[src/rtl/game_timer_pkg.sv]
// Shared types and constants for the game_timer stopwatch/countdown stage.
// Pure declarations and helpers; no latency, no flow control.
// Clamp helper keeps externally supplied preset digits inside legal BCD ranges.
package game_timer_pkg;

    typedef enum logic [1:0] {
        ST_IDLE  = 2'd0,
        ST_RUN   = 2'd1,
        ST_PAUSE = 2'd2,
        ST_DONE  = 2'd3
    } state_t;

    localparam logic [3:0]  DIGIT_MAX    = 4'd9;
    localparam logic [3:0]  TENS_SEC_MAX = 4'd5;
    localparam logic [23:0] TIME_ZERO    = 24'h000000;
    localparam logic [23:0] TIME_FULL    = 24'h995999;

    function automatic logic [3:0] clamp_digit(input logic [3:0] d, input logic [3:0] max);
        return (d > max) ? max : d;
    endfunction

    // {m1,m0,s1,s0} preset -> full mm:ss.cc value with hundredths zeroed
    function automatic logic [23:0] preset_to_time(input logic [15:0] p);
        return {clamp_digit(p[15:12], DIGIT_MAX),
                clamp_digit(p[11:8],  DIGIT_MAX),
                clamp_digit(p[7:4],   TENS_SEC_MAX),
                clamp_digit(p[3:0],   DIGIT_MAX),
                8'h00};
    endfunction

endpackage

[src/rtl/game_timer_if.sv]
// Control/status bundle between the game sequencer (master) and game_timer (slave).
// Wires only; no latency, no flow control.
// Commands are single-cycle strobes; status is registered in the timer.
interface game_timer_if;
    logic        tick_01ms;
    logic        start;
    logic        pause;
    logic        clear;
    logic        down;
    logic [15:0] preset;
    logic [23:0] time_bcd;
    logic        running;
    logic        expired;
    logic        timeout;

    modport master (
        output tick_01ms, start, pause, clear, down, preset,
        input  time_bcd, running, expired, timeout
    );

    modport slave (
        input  tick_01ms, start, pause, clear, down, preset,
        output time_bcd, running, expired, timeout
    );
endinterface

[src/rtl/game_timer_bcd_digit_step.sv]
// Single BCD digit increment (dir=0) or decrement (dir=1) with carry/borrow out.
// Combinational, zero latency; no flow control.
// Digit passes through unchanged when enable is low.
module bcd_digit_step
    import game_timer_pkg::*;
#(
    parameter logic [3:0] MAX = DIGIT_MAX
) (
    input  logic [3:0] digit,
    input  logic       enable,
    input  logic       dir,
    output logic [3:0] digit_nxt,
    output logic       carry
);

    always_comb begin
        digit_nxt = digit;
        carry     = 1'b0;
        if (enable) begin
            if (dir) begin
                if (digit == 4'd0) begin
                    digit_nxt = MAX;
                    carry     = 1'b1;
                end else begin
                    digit_nxt = digit - 4'd1;
                end
            end else begin
                if (digit == MAX) begin
                    digit_nxt = 4'd0;
                    carry     = 1'b1;
                end else begin
                    digit_nxt = digit + 4'd1;
                end
            end
        end
    end

endmodule

[src/rtl/game_timer.sv]
// BCD mm:ss.cc stopwatch/countdown driven by the 0.1 ms strobe, with start/pause/clear control.
// Commands and time steps are visible one cycle after the sampling edge; outputs registered.
// No backpressure: strobes arriving outside RUN are dropped and the prescaler holds.
module game_timer
    import game_timer_pkg::*;
#(
    parameter int TICKS_PER_CS = 100
) (
    input  logic          clk,
    input  logic          reset,
    game_timer_if.slave   bus
);

    localparam logic [7:0] PRESC_LAST = 8'(TICKS_PER_CS - 1);
    localparam logic [3:0] LIMITS [6] = '{DIGIT_MAX, DIGIT_MAX, DIGIT_MAX,
                                          TENS_SEC_MAX, DIGIT_MAX, DIGIT_MAX};

    state_t      state_q, state_d;
    logic        mode_q, mode_d;
    logic [7:0]  presc_q, presc_d;
    logic [23:0] time_q, time_d, time_step;
    logic        timeout_q, timeout_d;
    logic        running_q, expired_q;
    logic [6:0]  chain;

    // Ripple chain c0 -> m1; chain[6] out of m1 means the up count would overflow 99:59.99
    assign chain[0] = 1'b1;

    for (genvar i = 0; i < 6; i++) begin : g_digit
        bcd_digit_step #(.MAX(LIMITS[i])) u_step (
            .digit     (time_q[4*i +: 4]),
            .enable    (chain[i]),
            .dir       (mode_q),
            .digit_nxt (time_step[4*i +: 4]),
            .carry     (chain[i+1])
        );
    end

    always_comb begin
        state_d   = state_q;
        mode_d    = mode_q;
        presc_d   = presc_q;
        time_d    = time_q;
        timeout_d = 1'b0;

        if (bus.clear) begin
            state_d = ST_IDLE;
            presc_d = 8'd0;
            mode_d  = bus.down;
            time_d  = bus.down ? preset_to_time(bus.preset) : TIME_ZERO;
        end else begin
            unique case (state_q)
                ST_RUN: begin
                    if (bus.pause) begin
                        state_d = ST_PAUSE;
                    end else if (bus.tick_01ms) begin
                        if (presc_q == PRESC_LAST) begin
                            presc_d = 8'd0;
                            if (!mode_q) begin
                                if (chain[6]) begin
                                    state_d   = ST_DONE;
                                    timeout_d = 1'b1;
                                end else begin
                                    time_d = time_step;
                                end
                            end else begin
                                time_d = time_step;
                                if (time_step == TIME_ZERO) begin
                                    state_d   = ST_DONE;
                                    timeout_d = 1'b1;
                                end
                            end
                        end else begin
                            presc_d = presc_q + 8'd1;
                        end
                    end
                end
                ST_IDLE, ST_PAUSE: begin
                    // A countdown with nothing left on the clock must not start
                    if (bus.start && !(bus.down && time_q == TIME_ZERO)) begin
                        state_d = ST_RUN;
                        mode_d  = bus.down;
                    end
                end
                default: ;
            endcase
        end
    end

    always_ff @(posedge clk) begin
        if (reset) begin
            state_q   <= ST_IDLE;
            mode_q    <= 1'b0;
            presc_q   <= 8'd0;
            time_q    <= TIME_ZERO;
            timeout_q <= 1'b0;
            running_q <= 1'b0;
            expired_q <= 1'b0;
        end else begin
            state_q   <= state_d;
            mode_q    <= mode_d;
            presc_q   <= presc_d;
            time_q    <= time_d;
            timeout_q <= timeout_d;
            running_q <= (state_d == ST_RUN);
            expired_q <= (state_d == ST_DONE);
        end
    end

    assign bus.time_bcd = time_q;
    assign bus.running  = running_q;
    assign bus.expired  = expired_q;
    assign bus.timeout  = timeout_q;

endmodule
[src/flat_wrapper.sv]
// flat-port wrapper written by rule: the top's interface ports become plain ports
module game_timer_flat import game_timer_pkg::*;
#(
    parameter int TICKS_PER_CS = 100
)
  (clk, reset, bus_tick_01ms, bus_start, bus_pause, bus_clear, bus_down, bus_preset, bus_time_bcd, bus_running, bus_expired, bus_timeout);
  game_timer_if bus_i ();
  input  logic clk;
  input  logic reset;
  input wire logic [$bits(bus_i.tick_01ms)-1:0] bus_tick_01ms;
  input wire logic [$bits(bus_i.start)-1:0] bus_start;
  input wire logic [$bits(bus_i.pause)-1:0] bus_pause;
  input wire logic [$bits(bus_i.clear)-1:0] bus_clear;
  input wire logic [$bits(bus_i.down)-1:0] bus_down;
  input wire logic [$bits(bus_i.preset)-1:0] bus_preset;
  output wire logic [$bits(bus_i.time_bcd)-1:0] bus_time_bcd;
  output wire logic [$bits(bus_i.running)-1:0] bus_running;
  output wire logic [$bits(bus_i.expired)-1:0] bus_expired;
  output wire logic [$bits(bus_i.timeout)-1:0] bus_timeout;
  assign bus_i.tick_01ms = bus_tick_01ms;
  assign bus_i.start = bus_start;
  assign bus_i.pause = bus_pause;
  assign bus_i.clear = bus_clear;
  assign bus_i.down = bus_down;
  assign bus_i.preset = bus_preset;
  assign bus_time_bcd = bus_i.time_bcd;
  assign bus_running = bus_i.running;
  assign bus_expired = bus_i.expired;
  assign bus_timeout = bus_i.timeout;
  game_timer #(.TICKS_PER_CS(TICKS_PER_CS)) u_core (.clk(clk), .reset(reset), .bus(bus_i));
endmodule
[config.mk]
export PLATFORM = sky130hd
export DESIGN_NAME = game_timer_flat
export DESIGN_NICKNAME = d
export VERILOG_FILES = /design/src/rtl/game_timer_pkg.sv /design/src/rtl/game_timer_if.sv /design/src/rtl/game_timer_bcd_digit_step.sv /design/src/rtl/game_timer.sv /design/src/flat_wrapper.sv
export SDC_FILE = /design/constraint.sdc
export NUM_CORES = 1
export LEC_CHECK = 0
export BUFFER_PORTS_ARGS = -buffer_cell sky130_fd_sc_hd__buf_4
export CORE_MARGIN = 2
export CORE_UTILIZATION = 53
export DETAILED_ROUTE_END_ITERATION = 6
export PLACE_DENSITY = 0.77
export SLEW_MARGIN = 30
export SYNTH_ARGS = -nofsm -noshare
export SYNTH_HDL_FRONTEND = slang
export SYNTH_SLANG_ARGS = --single-unit
[constraint.sdc]
create_clock -name clk -period 2.65 [get_ports clk]
set_clock_uncertainty 0.15 [all_clocks]
set_input_delay 0 -clock clk [delete_from_list [all_inputs] [get_ports clk]]
set_output_delay 0 -clock clk [all_outputs]
set_load 0.01 [all_outputs]
# Word-level counts from Yosys, hierarchy flattened
# Index checks and enable logic that the tools add are counted.
# totals
out_inout_bits	27
elab_cells	138
register_bits	38
inputBits	23
# classes
add_sub_neg	13
eq_ne	13
reduce_logical	23
mux	74
n_lt_le_gt_ge	4
bitwise	4
# ops
operator	count
two-way mux 24 bit	8
two-way mux 4 bit	27
zero test 24 bit	2
two-way mux 1 bit	29
adder 4 x 1 -> 4 bit (second input constant)	6
zero test 4 bit	6
subtractor 4 x 1 -> 4 bit (second input constant)	6
equality test 4 bit (second input constant)	5
two-way mux 2 bit	8
greater-than comparator 4 bit (second input constant)	3
nonzero test 2 bit	5
adder 8 x 1 -> 8 bit (second input constant)	1
equality test 8 x 7 -> 1 bit (second input constant)	1
two-way mux 8 bit	1
OR reduction 6 bit	1
AND reduction 5 bit	1
equality test 2 x 1 -> 1 bit (second input constant)	2
equality test 2 bit (second input constant)	2
equality test 4 x 3 -> 1 bit (second input constant)	1
greater-than comparator 4 x 3 -> 1 bit (second input constant)	1
inverter 1 bit	4
case mux 2 bit (2 select lines)	1
OR reduction 2 bit	2
inequality test 3 x 2 -> 1 bit (second input constant)	1
other kinds (6)	7

# Logic depth before layout (Yosys ltp)
# depth
depth_word	17
mapped_depth	10
ltp_nobuf	7

# By module
# A second synthesis with hierarchy kept.
# unflattened
hier_cells	371
area_unflattened_um2	2952.8
# modules_own_cells
module	area_each_um2	instances	cells_per_inst	seq_area_each_um2
game_timer	1855.5	1	223	760.7
bcd_digit_step at u_core.g_digit[0].u_step ...	182.7	5	24	0.0
bcd_digit_step at u_core.g_digit[3].u_step	183.9	1	28	0.0

# Worst setup path before layout
# OpenSTA, ideal clock, no wires.
# synth_timing
path_type	register -> register
from	register u_core.time_q[11] (netlist: u_core.bus.time_bcd[11])
to	register u_core.timeout_q (netlist: u_core.bus.timeout)
synth_period_minus_slack_ns	2.816
path_slack_ns	-0.166
stages_incl_launch_ff	9
n_path_buf	1
required_time_ns	2.397
setup_time_ns	0.103
t_arrival_ns	2.562
cell_sequence	dfxtp_1 > buf_4 > or4bb_1 > a211o_1 > nor3_2 > nor3b_1 > nor3_1 > nand4b_1 > a2111oi_2
# synth_via
elab_chain_cells	10
elab_cells_between_ends	22
classes_between	2 x add/sub; 1 x eq/ne; 17 x mux; 2 x reduce/logical
# synth_lines
item	line	text
from (decl)	game_timer.sv:21	logic [23:0] time_q, time_d, time_step;
from (signal assigned)	game_timer.sv:103	time_q <= time_d;
equality test 4 bit / zero test 4 bit (equally long branches)	game_timer_bcd_digit_step.sv:28, game_timer_bcd_digit_step.sv:21	
two-way mux 1 bit, on equally long branches	game_timer_bcd_digit_step.sv:28, game_timer_bcd_digit_step.sv:21	
two-way mux 1 bit	game_timer_bcd_digit_step.sv:20	if (dir) begin
two-way mux 1 bit (3 in a row)	game_timer_bcd_digit_step.sv:19	if (enable) begin
two-way mux 4 bit	game_timer_bcd_digit_step.sv:19	
zero test 24 bit	game_timer.sv:68	if (time_step == TIME_ZERO) begin
two-way mux 1 bit	game_timer.sv:68	
two-way mux 1 bit (*)	game_timer.sv:59	if (!mode_q) begin
to (signal assigned)	game_timer.sv:104	timeout_q <= timeout_d;
to (decl)	game_timer.sv:22	logic timeout_q, timeout_d;
# Every way passes the cells marked *; elsewhere a longest branch is shown, timed or not.
# A chain may end at the register's enable or synchronous reset.

# Worst setup path in the final report
# layout_timing
from	register u_core.time_q[8] (netlist: u_core.bus.time_bcd[8])
to	register u_core.timeout_q (netlist: u_core.bus.timeout)
# Same word-level chain as after synthesis.

==> impl_results.md <==
- Status: complete, but fails checks
- Failing checks: negative setup slack
- Total inserted antenna cells: 0
- Xor-xnor portion of the synthesized cell area: 0.04547
- DRT antenna net count: 0
- Max capacitance violation total: 0
- Critical Path Sink Type: flip-flop
- First-pass GRT wire length: roughly 20000 µm
- Adder and majority gate portion of the synthesized area: 0.003697
- Maximum fanout encountered on the critical timing path: 5
- Fraction of layout instances using a drive strength above 1: 0.3540
- P&R area growth vs syn: 46.77%
- Initial core utilization: 0.5392
- Proportion of synthesized area in mux cells: 0.01479
- Vias in the first global route: slightly above 4000
- DIE WIDTH: 83.91 µm
- Post-Route Utilization: 0.7913
- Post-route met1 wirelength: 5018 µm
- Sequential element share of the synthesized area: 0.2248
- Total vias in the final route: approximately 4500
- Average wire per standard cell: 18.95 µm
- Worst setup slack after placement: -183.8 ps
- Placer's final routability congestion estimate: 0.9197
- Worst min path class: in2reg
- Post-Synthesis Net Count: 499
- Largest family of logic cells by synthesized area: simple AND/OR/NAND/NOR gates
- Routed via count divided by cell count: 6.639
- Detailed Route WL: 12760 µm
- Cell with the most instances after synthesis: sky130_fd_sc_hd__nor2_1
- Total Negative Setup Slacks: -1609 ps
- Setup repair after global routing missed its margin: true
- Portion of total power attributed to sequential cells: 0.421
- All-layer global routing usage: 0.3397
- Data arrival time at the worst-slack endpoint: 2930 ps
- Slew margin rel.: 0.4949
- Detailed placer's ending HPWL: 8181 µm
- Maximum VDD drop: 0.2781 mV
- Mean instance size in the synthesized netlist: 7.125 µm²
- Number of clock sinks: 38
- Yosys reg bits: 38
- Synth warnings: 0
- Compound-Gate Fraction of Synth Area: 0.2921
- Overall die area: slightly above 7000 µm²
- Element type at the critical path start: flip-flop
- Number of setup violations in the final report: 22
- Clock Power Share: 0.290
- Clock tree from TritonCTS: done
- Internal cell power: between 0.9 and 1 mW
- Period minus WS final: 2883 ps
- Cell area power density: 289.6 nW/µm²
- Met2 wire len: just over 6000 µm
- Pin slew with the least headroom to its limit: roughly 750 ps
- Count of flip-flops with a built-in enable after synthesis: 0
- Fraction of the mapped netlist area in simple logic gates: 0.3519
- Synthesized cell area: 3384 µm²
- Clock slew at reported path FFs: ~90 ps
- Cell at the root of the clock tree: sky130_fd_sc_hd__clkbuf_8
- Placement-stage cell area: about 4200 µm²
- Latest clock arrival within the worst-skew pair: approximately 310 ps
- Pin count of the biggest net entering global routing: 20
- Number of top-level design ports: 50
- Slew Limit Fails: 0
- CTS Buf Count: 5
- Period Utilization, post-route: 1.088
- Relative contribution of combinational cells to total power: 0.289
- Height of the chip: 83.91 µm
- Switching power as a share of total power: 0.3348
- Uppermost layer routed: met4
- Count of endpoints failing hold in the final timing report: 0
- Setup WS post-layout: -232.5 ps
- Met3 WL: 1119 µm
- Core Footprint: 6277 µm²
- Buffer depth of the longest clock path: 2
- Smallest hold slack: 23.93 ps
- Count of different cell masters after synthesis: 80
- Post-layout instance area: a little under 5000 µm²
- Max Clk Rate: around 350 MHz
- P_sw: 0.4816 mW
- Library cell with the largest summed area after synthesis: sky130_fd_sc_hd__dfxtp_1
- Most common library cells after synthesis: sky130_fd_sc_hd__nor2_1, sky130_fd_sc_hd__dfxtp_1, sky130_fd_sc_hd__nand2_1
- Maximum level of the CTS H-tree: 2
- Final routed DRC violation total: 0
- Total congestion overflow: 0
- Number of standard cells after synthesis: 475
- Iteration count of the initial detailed-routing pass: 6
- Static leakage: slightly below 2 nW
- Violation count after the first detailed-routing iteration: 538
- Number of antenna violations at the first check in global routing: 0
- NumNets Final: 620
- Port Buffers: 49
- Main flop type after synthesis: sky130_fd_sc_hd__dfxtp_1
- Num rows: 29
- Count of filler cells inserted in the layout: roughly 440
- Top area cells in the synthesized netlist: sky130_fd_sc_hd__dfxtp_1, sky130_fd_sc_hd__nor2_1, sky130_fd_sc_hd__o21ai_0
- Yosys top cell area share: 0.2248
- Fraction of registers with async set/reset: 0
- Crit Path Class: reg2reg
- Data required time of the worst path: 2700 ps
## worst paths after layout
| check | from | to | slack (ps) | depth (start not counted) |
|---|---|---|---|---|
| max | u_core.bus.time_bcd[8]$_SDFFE_PP0P_ | u_core.bus.timeout$_SDFF_PP0_ | -230 | 8 |
| min | bus_preset[7] | u_core.bus.time_bcd[14]$_SDFFE_PP0P_ | 20 | 4 |
| max reg2reg | u_core.bus.time_bcd[8]$_SDFFE_PP0P_ | u_core.bus.timeout$_SDFF_PP0_ | -230 | 8 |
| min reg2reg | u_core.presc_q[1]$_SDFFE_PP0P_ | u_core.presc_q[1]$_SDFFE_PP0P_ | 380 | 2 |
## flip-flops by register name, indices dropped and copies added, names as in the netlist
signal	flops
u_core.bus.expired	1
u_core.bus.time_bcd	24
u_core.bus.timeout	1
u_core.presc_q	8
u_core.state_q	2
u_core.bus.running	1
u_core.mode_q	1
## kinds of logic (layout without fill, tap and decap cells)
| group | count (synthesis) | count (layout) |
|---|---|---|
| AOI/OAI and AO/OA | 144 | 144 |
| xor gates and xnor gates | 16 | 16 |
| adders and majority gates | 1 | 1 |
| buffers and inverters | 58 | 178 |
| DFF | 38 | 38 |
| muxes | 5 | 5 |
| and+or+nand+nor | 213 | 214 |
## final cells by class
cell class / instances / area (µm²) / share of cell area
Clock buffer: 5 / 68.82 / 0.01385
Clock inverter: 2 / 10.01 / 0.002015
Inverter: 15 / 56.30 / 0.01134
Multi-Input combinational cell: 380 / 2691 / 0.5418
Sequential cell: 38 / 765.7 / 0.1542
Tap cell: 77 / 96.34 / 0.01940
Timing Repair Buffer: 156 / 1279 / 0.2574
## layer usage
metal,GRT usage,vias to the layer above
met3,0.04649,60
met4,0.1540,0
met5,0,-
li1,-,2031
met2,0.5687,310
met1,0.4330,2067
## power by group through the flow
stage | sequential [mW] | clock, mW | combinational [mW]
after global placement | 0.616 | 0 | 0.341
final | 0.606 | 0.417 | 0.416
after CTS | 0.604 | 0.409 | 0.382
after detailed placement | 0.616 | 0 | 0.347
after floorplan | 0.614 | 0 | 0.203
after global routing | 0.607 | 0.432 | 0.440
## through the flow
| step | total power, mW | instances |
|---|---|---|
| 2_1_floorplan | 0.8164 | 475 |
| 3_3_place_gp | 0.9571 | 632 |
| 3_5_place_dp | 0.9629 | 632 |
| 4_1_cts | 1.394 | 666 |
| 5_1_grt | 1.479 | 673 |
| 6_report | 1.439 | 673 |
## critical path, cell delays in order, from the launching register on
cell and delay, ps:
sky130_fd_sc_hd__dfxtp_2 340, sky130_fd_sc_hd__or4b_4 550, sky130_fd_sc_hd__buf_4 170, sky130_fd_sc_hd__nand2_2 100
sky130_fd_sc_hd__and4_4 290, sky130_fd_sc_hd__o21ai_0 200, sky130_fd_sc_hd__nor4_4 360, sky130_fd_sc_hd__nand4b_1 220
sky130_fd_sc_hd__a2111oi_2 400
## repair_timing
| action | CTS | global route |
|---|---|---|
| endpoints found under the hold margin | 18 | 0 |
| resized for setup | 36 | 35 |
| buffers inserted | 7 | 6 |
| setup endpoints to repair | 21 | 27 |
| gates cloned | 0 | 1 |
| pin swaps | 25 | 15 |
| hold buffers | 20 | 0 |
## layout by cell type, fill, tap and decap left out, types with 5 or more instances in the layout
master | Yosys | routed
sky130_fd_sc_hd__nand2b_1 | 7 | 6
sky130_fd_sc_hd__a21oi_1 | 24 | 14
sky130_fd_sc_hd__clkbuf_8 | 0 | 5
sky130_fd_sc_hd__nand3_1 | 13 | 12
sky130_fd_sc_hd__nand2_1 | 35 | 30
sky130_fd_sc_hd__o211ai_1 | 6 | 6
sky130_fd_sc_hd__o21a_1 | 6 | 5
sky130_fd_sc_hd__xor2_1 | 8 | 8
sky130_fd_sc_hd__buf_6 | 0 | 10
sky130_fd_sc_hd__nand4_1 | 10 | 10
sky130_fd_sc_hd__nor3_1 | 25 | 21
sky130_fd_sc_hd__a21oi_2 | 0 | 9
sky130_fd_sc_hd__and2_1 | 6 | 6
sky130_fd_sc_hd__xnor2_1 | 7 | 6
sky130_fd_sc_hd__o21ai_1 | 5 | 5
sky130_fd_sc_hd__a31oi_1 | 12 | 9
sky130_fd_sc_hd__nor4_1 | 10 | 9
sky130_fd_sc_hd__buf_4 | 1 | 124
sky130_fd_sc_hd__inv_1 | 14 | 14
sky130_fd_sc_hd__or3_1 | 6 | 5
sky130_fd_sc_hd__a211oi_1 | 7 | 5
sky130_fd_sc_hd__nor2_1 | 48 | 47
sky130_fd_sc_hd__nand3b_1 | 8 | 8
sky130_fd_sc_hd__dfxtp_1 | 38 | 34
sky130_fd_sc_hd__dlygate4sd3_1 | 0 | 20
sky130_fd_sc_hd__o21ai_0 | 28 | 27
(Power assumes the default switching activity.)
